File: src/rtl/pr_tick_counter_pkg.sv
// Shared constants for the prescaled multi-channel up/down tick counter.
package pr_tick_counter_pkg;

  localparam logic DIR_UP   = 1'b0;
  localparam logic DIR_DOWN = 1'b1;

  // Width of the prescaler that counts 0..ticks-1.
  function automatic int presc_width(input int ticks);
    return $clog2(ticks);
  endfunction

endpackage

File: src/rtl/sync_ff.sv
// Multi-stage flop synchroniser for a single asynchronous bit.
module sync_ff #(
  parameter int STAGES = 2
) (
  input  logic clk,
  input  logic rst_n,
  input  logic d_i,
  output logic q_o
);

  (* ASYNC_REG = "TRUE" *) logic [STAGES-1:0] sync_q;

  always_ff @(posedge clk or negedge rst_n) begin
    if (!rst_n) begin
      sync_q <= '0;
    end else begin
      sync_q <= {sync_q[STAGES-2:0], d_i};
    end
  end

  assign q_o = sync_q[STAGES-1];

endmodule

File: src/rtl/pr_tick_counter.sv
// CHANNELS independent modulo-2^WIDTH up/down counters advanced once every
// TICKS clocks by a shared prescaler; load overrides everything.
module pr_tick_counter
  import pr_tick_counter_pkg::*;
#(
  parameter int WIDTH       = 4,
  parameter int CHANNELS    = 4,
  parameter int TICKS       = 10000000,
  parameter int SYNC_STAGES = 2
) (
  input  logic                      clk,
  input  logic                      rst_n,
  input  logic [CHANNELS-1:0]       din,
  input  logic [CHANNELS-1:0]       hold,
  input  logic                      load,
  input  logic [WIDTH-1:0]          load_val,
  output logic [CHANNELS*WIDTH-1:0] dout,
  output logic                      tick,
  output logic [CHANNELS-1:0]       wrap
);

  localparam int               PW      = presc_width(TICKS);
  localparam logic [PW-1:0]    P_LAST  = PW'(TICKS - 1);
  localparam logic [WIDTH-1:0] CNT_MAX = '1;

  logic [CHANNELS-1:0] dir;

  for (genvar c = 0; c < CHANNELS; c++) begin : g_sync
    sync_ff #(.STAGES(SYNC_STAGES)) u_sync (
      .clk   (clk),
      .rst_n (rst_n),
      .d_i   (din[c]),
      .q_o   (dir[c])
    );
  end

  (* keep = "true", dont_touch = "true" *) logic [PW-1:0]    p_q;
  (* keep = "true", dont_touch = "true" *) logic [WIDTH-1:0] cnt_q [CHANNELS];
  logic [PW-1:0]       p_d;
  logic [WIDTH-1:0]    cnt_d [CHANNELS];
  logic                tick_q, tick_d;
  logic [CHANNELS-1:0] wrap_q, wrap_d;
  logic                upd;

  assign upd = (p_q == P_LAST);

  always_comb begin
    p_d    = upd ? '0 : p_q + 1'b1;
    tick_d = upd;
    wrap_d = '0;
    for (int c = 0; c < CHANNELS; c++) begin
      cnt_d[c] = cnt_q[c];
    end
    // Load wins over a coinciding update edge; that update is simply dropped.
    if (load) begin
      p_d    = '0;
      tick_d = 1'b0;
      for (int c = 0; c < CHANNELS; c++) begin
        cnt_d[c] = load_val;
      end
    end else if (upd) begin
      for (int c = 0; c < CHANNELS; c++) begin
        if (!hold[c]) begin
          if (dir[c] == DIR_UP) begin
            wrap_d[c] = (cnt_q[c] == CNT_MAX);
            cnt_d[c]  = cnt_q[c] + 1'b1;
          end else begin
            wrap_d[c] = (cnt_q[c] == '0);
            cnt_d[c]  = cnt_q[c] - 1'b1;
          end
        end
      end
    end
  end

  always_ff @(posedge clk or negedge rst_n) begin
    if (!rst_n) begin
      p_q    <= '0;
      tick_q <= 1'b0;
      wrap_q <= '0;
      for (int c = 0; c < CHANNELS; c++) begin
        cnt_q[c] <= '0;
      end
    end else begin
      p_q    <= p_d;
      tick_q <= tick_d;
      wrap_q <= wrap_d;
      for (int c = 0; c < CHANNELS; c++) begin
        cnt_q[c] <= cnt_d[c];
      end
    end
  end

  for (genvar c = 0; c < CHANNELS; c++) begin : g_dout
    assign dout[c*WIDTH +: WIDTH] = cnt_q[c];
  end

  assign tick = tick_q;
  assign wrap = wrap_q;

endmodule
File: config.mk
export PLATFORM = sky130hd
export DESIGN_NAME = pr_tick_counter
export DESIGN_NICKNAME = d
export VERILOG_FILES = /design/src/rtl/pr_tick_counter_pkg.sv /design/src/rtl/sync_ff.sv /design/src/rtl/pr_tick_counter.sv
export SDC_FILE = /design/constraint.sdc
export NUM_CORES = 1
export LEC_CHECK = 0
export BUFFER_PORTS_ARGS = -buffer_cell sky130_fd_sc_hd__buf_4
export CAP_MARGIN = 0
export CORE_ASPECT_RATIO = 1.5
export CORE_MARGIN = 5
export CORE_UTILIZATION = 50
export DETAILED_ROUTE_END_ITERATION = 12
export GPL_TIMING_DRIVEN = 0
export PLACE_DENSITY = 0.8
export SYNTH_ARGS = -nofsm -noshare
export SYNTH_HDL_FRONTEND = slang
export SYNTH_HIERARCHICAL = 1
export SYNTH_SLANG_ARGS = --single-unit
File: constraint.sdc
create_clock -name clk -period 2.52 [get_ports clk]
set_clock_uncertainty 0.15 [all_clocks]
set_input_delay 0.126 -clock clk [delete_from_list [all_inputs] [get_ports clk]]
set_output_delay 0.126 -clock clk [all_outputs]
set_load 0.1 [all_outputs]
### Word level (Yosys, flattened, before mapping)

Cells that the tools add are included.
Widths: inputs -> output; s select.

| word-level totals | value |
|---|---|
| register bits after elaboration | 53 |
| logic and storage cells | 61 |
| output and inout bits | 21 |
| bits of input ports | 15 |

| operators by class | value |
|---|---|
| add/sub/neg operators | 9 |
| equality and inequality tests | 9 |
| muxes and demuxes | 23 |
| reductions and logical operators | 9 |

Operators with widths:

| cell | number |
|---|---|
| $mux 24 | 2 |
| $mux 4 | 10 |
| $mux 16 | 2 |
| $add 24x1->24 const B | 1 |
| $eq 24x24->1 const B | 1 |
| $add 4x1->4 const B | 4 |
| $eq 4x4->1 const B | 4 |
| $logic_not 4->1 | 4 |
| $sub 4x1->4 const B | 4 |
| $mux 1 | 9 |
| $ne 2x1->1 const B | 4 |
| $reduce_and 2->1 | 4 |
| $reduce_bool 2->1 | 1 |

### Logic depth before layout (Yosys ltp)

| depth | value |
|---|---|
| depth after elaboration | 5 |
| gate-level depth with buffers | 7 |
| mapped depth without buffers | 5 |

### Modules after synthesis

Netlist, hierarchy kept.

Modules (own cells, without submodules):

| module | cells each | area each (um^2) | times used | sequential area each (um^2) |
|---|---|---|---|---|
| pr_tick_counter | 341 | 3031.7 | 1 | 1126.1 |
| sync_ff | 2 | 50.0 | 4 | 50.0 |

### Least setup slack after synthesis

No wires, ideal clock.

| path | value |
|---|---|
| path kind | reg2reg |
| start | reg p_q[17] |
| end | reg cnt_q, in the netlist dout[13] |
| cell stages (with the launch flop) | 7 |
| period minus slack after synthesis | 2.441 ns |
| data arrival time | 2.209 ns |
| buffers on the path | 2 |
| path slack | 0.079 ns |
| cell sequence | dfrtp_1 > or4b_1 > or4_1 > buf_2 > buf_6 > or4_1 > a31oi_1 |

| on the way | value |
|---|---|
| cells in the longest elaborated chain, start to end | 3 |

RTL lines:

| what | line | RTL |
|---|---|---|
| start, declared | pr_tick_counter.sv:37 | `(* keep = "true", dont_touch = "true" *) logic [PW-1:0] p_q;` |
| start signal, assigned | pr_tick_counter.sv:85 | `p_q <= p_d;` |
| $eq 24x24->1 | pr_tick_counter.sv:45 | `assign upd = (p_q == P_LAST);` |
| $reduce_bool 2->1 (no line) | - |  |
| $reduce_and 2->1 (no line) | - |  |
| end signal, assigned by index | pr_tick_counter.sv:89 | `cnt_q[c] <= cnt_d[c];` |
| end, declared | pr_tick_counter.sv:38 | `(* keep = "true", dont_touch = "true" *) logic [WIDTH-1:0] cnt_q [CHANNELS];` |

No other way between the ends.
A chain may end at the register's enable or synchronous reset.

### Worst setup path in the final report

Same ends and word-level chain as after synthesis.

==> results.tsv <==
metric	value	unit
worst slew pin tran	763.5	ps
H-tree depth	2	
PwrDens	512.1	nW/um^2
Synth cell types	40	
Synth area leader	dfrtp_1	
status	complete, but fails checks	
nature of the critical path endpoint	flip-flop	
antenna fix cells	0	
leading cell type in the layout, fill and taps excluded	buf_4	
share of layout cells above drive strength 1	19.01	%
post-route clock period utilization	100.1	%
worst-case clock buffer depth	2	
CTS clk-pin slew, worst paths	90	ps
Post-Syn Area	3232	um^2
Synth top area share	41.04	%
DR vias	3061	
Internal Power	1.283	mW
CP arrival	2610	ps
Die W	75.65	um
final setup fails	1	
num rows	36	
EDFF count, synth	0	
Non-Filler Instances	481	
Worst Setup Path Type	flip-flop to flip-flop	
Placed Cells	460	
worst min path class	primary input to flip-flop	
critical path required time	2600	ps
Vias/cell	6.364	
largest cells by area after synthesis	dfrtp_1 41%, or4_1 4.6%, buf_4 3.9%	
max-slew violations	0	
Routed WL	8309	um
switching share of power	35.27	%
1st-pass router iterations	5	
clock group share of total power	24.8	%
synthesized instance count	349	
Post-Synth Adder-Cell Area	5.962	%
Detailed Place HPWL	5776	um
Core Area	6396	um^2
nets@finish	433	
ys flop type	dfrtp_1	
critical path launch point type	flip-flop	
DIE AREA	8205	um^2
clock sinks	53	
Synth Area per Inst	9.260	um^2
Ports	36	
FMAX	0.3965	GHz
worst-path fanout max	10	
met2 Use GR	35.72	%
root buf cell	clkbuf_8	
Clk Latency, worst-skew pair	300	ps
wire per inst	17.27	um
Leak	1.589	nW
initial antenna violation count	0	
combinational family with the most area after synthesis	simple AND/OR/NAND/NOR gates	
1st-iter DRT viols	228	
fin worst setup slack	-1.938	ps
Synth Area in Simple Gates	26.71	%
Global Route Usage Sum	21.29	%
failing checks	negative setup slack	
Yosys reg bits	53	
total chip power	1.982	mW
Async SR Flop Fraction	100.0	%
M3 GR Usage	2.512	%
CTS buffer count	5	
Initial Util	50.53	%
largest net degree at the start of global routing	54	
maxcap violations	0	
# DRC	0	
register share of total power	47.8	%
Fill cells	536	
Worst R2R Setup Slack	-2	ps
IO Port Bufs	35	
fin util	60.52	%
commonest cells after routing, fill and taps aside	55 x buf_4, 53 x dfrtp_1, 27 x nor2_1, 22 x nand3_1	
sequential share of the synthesized area	41.04	%
CTS tree	yes	
GP Congestion	0.8714	
met1 usage	26.29	%
grt peak-use layer	met2	
Die Y	108.5	um
Syn Nets	377	
relative slew slack	48.63	%
Post-Synth XOR/XNOR Area	4.065	%
Max IR drop VDD	0.0003342	V
complex-gate fraction of the synthesized area	14.09	%
number of global-route vias before repair	2933	
fin crit period	2522	ps
area delta synth->final	19.78	%
first-pass GRT wire length	13700	um
grt ovf	0	
number of hold violations in the final report	0	
combinational power share	27.4	%
Net Switching	0.6992	mW
mux cell area share after synthesis	0	%
DRT antenna net count	0	
Yosys warning total	6	
RSZ-0062 raised after global routing	yes	
final timing paths:
path / from / end / cells past startpoint
max: p_q[17]$_DFF_PN0_ / dout[13]$_DFFE_PN0P_ / 6
min: load_val[0] / dout[12]$_DFFE_PN0P_ / 3
max reg2reg: p_q[17]$_DFF_PN0_ / dout[13]$_DFFE_PN0P_ / 6
min reg2reg: g_sync[2].u_sync/sync_q[0]$_DFF_PN0_ / g_sync[2].u_sync/sync_q[1]$_DFF_PN0_ / 0
max in group asynchronous: rst_n / p_q[0]$_DFF_PN0_ / 2
min in group asynchronous: rst_n / g_sync[1].u_sync/sync_q[0]$_DFF_PN0_ / 2
through the flow:
step	setup TNS (ps)	setup WS (ps)	cell area (um^2)	hold slack, ps
finish	-1.938	-1.938	3871	39.65
global route	-799.7	-84.57	3871	49.08
CTS	0	4.502	3806	32.11
detailed placement	-3024	-164.3	3590	60.76
global placement	-2811	-154.9	3590	56.17
floorplan	0	78.86	3232	-319.6
state kept, by name (all words and copies together), names as in the netlist:
signal / cells
dout: 16
wrap: 4
p_q: 24
tick: 1
g_sync.u_sync/sync_q: 8
repair_timing:
item,CTS,global route
buffers inserted,3,1
hold endpoints to repair,62,0
setup endpoints to repair,21,33
hold buffers,10,0
resized for setup,3,15
pin swaps,0,3
cell families (layout without fill, tap and decap cells):
kind of cell / after synthesis / count (layout)
buffers and inverters: 50 / 106
AOI/OAI and AO/OA: 67 / 67
xor gates and xnor gates: 15 / 15
adders and majority gates: 13 / 13
DFF: 53 / 53
and+or+nand+nor: 151 / 151
critical path: stages, from the launching register on:
cell and delay (ps):
dfrtp_1 410, or4b_4 540, or4_4 430, buf_6 150
buf_6 140, or4_1 470, a31oi_1 170
Yosys cell counts (3+ instances only):
| master | count |
|---|---|
| clkbuf_1 | 9 |
| fa_1 | 4 |
| a2111oi_0 | 5 |
| nor3_1 | 5 |
| or4_1 | 20 |
| dfrtp_1 | 53 |
| buf_2 | 3 |
| nor4b_1 | 11 |
| o21ai_0 | 6 |
| buf_4 | 17 |
| a31oi_1 | 9 |
| a21oi_1 | 17 |
| a221o_1 | 3 |
| xor2_1 | 8 |
| and3_1 | 11 |
| and2_1 | 3 |
| nand4_1 | 4 |
| nor4_1 | 20 |
| ha_1 | 9 |
| xnor2_1 | 7 |
| o31ai_1 | 17 |
| nand3_1 | 25 |
| nand2_1 | 17 |
| nor2_1 | 27 |
| inv_1 | 18 |
layer usage:
| layer | vias up | part of all wire [%] |
|---|---|---|
| met2 | 103 | 52 |
| met5 | - | 0 |
| li1 | 1422 | - |
| met3 | 26 | 4.2 |
| met1 | 1510 | 40 |
| met4 | 0 | 4.2 |
power groups by stage:
stage | sequential (mW) | combinational (mW) | clock (mW)
2_1_floorplan | 0.944 | 0.403 | 0
3_3_place_gp | 0.959 | 0.518 | 0
3_5_place_dp | 0.961 | 0.527 | 0
4_1_cts | 0.945 | 0.541 | 0.499
5_1_grt | 0.955 | 0.586 | 0.527
6_report | 0.947 | 0.544 | 0.491
cell type report:
type	count	area (um^2)	area share [%]
plain buffers	32	209.0	5.398
clock buffers	7	86.33	2.230
inverters	18	67.56	1.745
multi-input cells	246	1694	43.76
flip-flops and latches	53	1326	34.26
well taps	76	95.09	2.456
repair buffers	49	392.9	10.15
No activity file was read; power rests on OpenSTA's default activity.
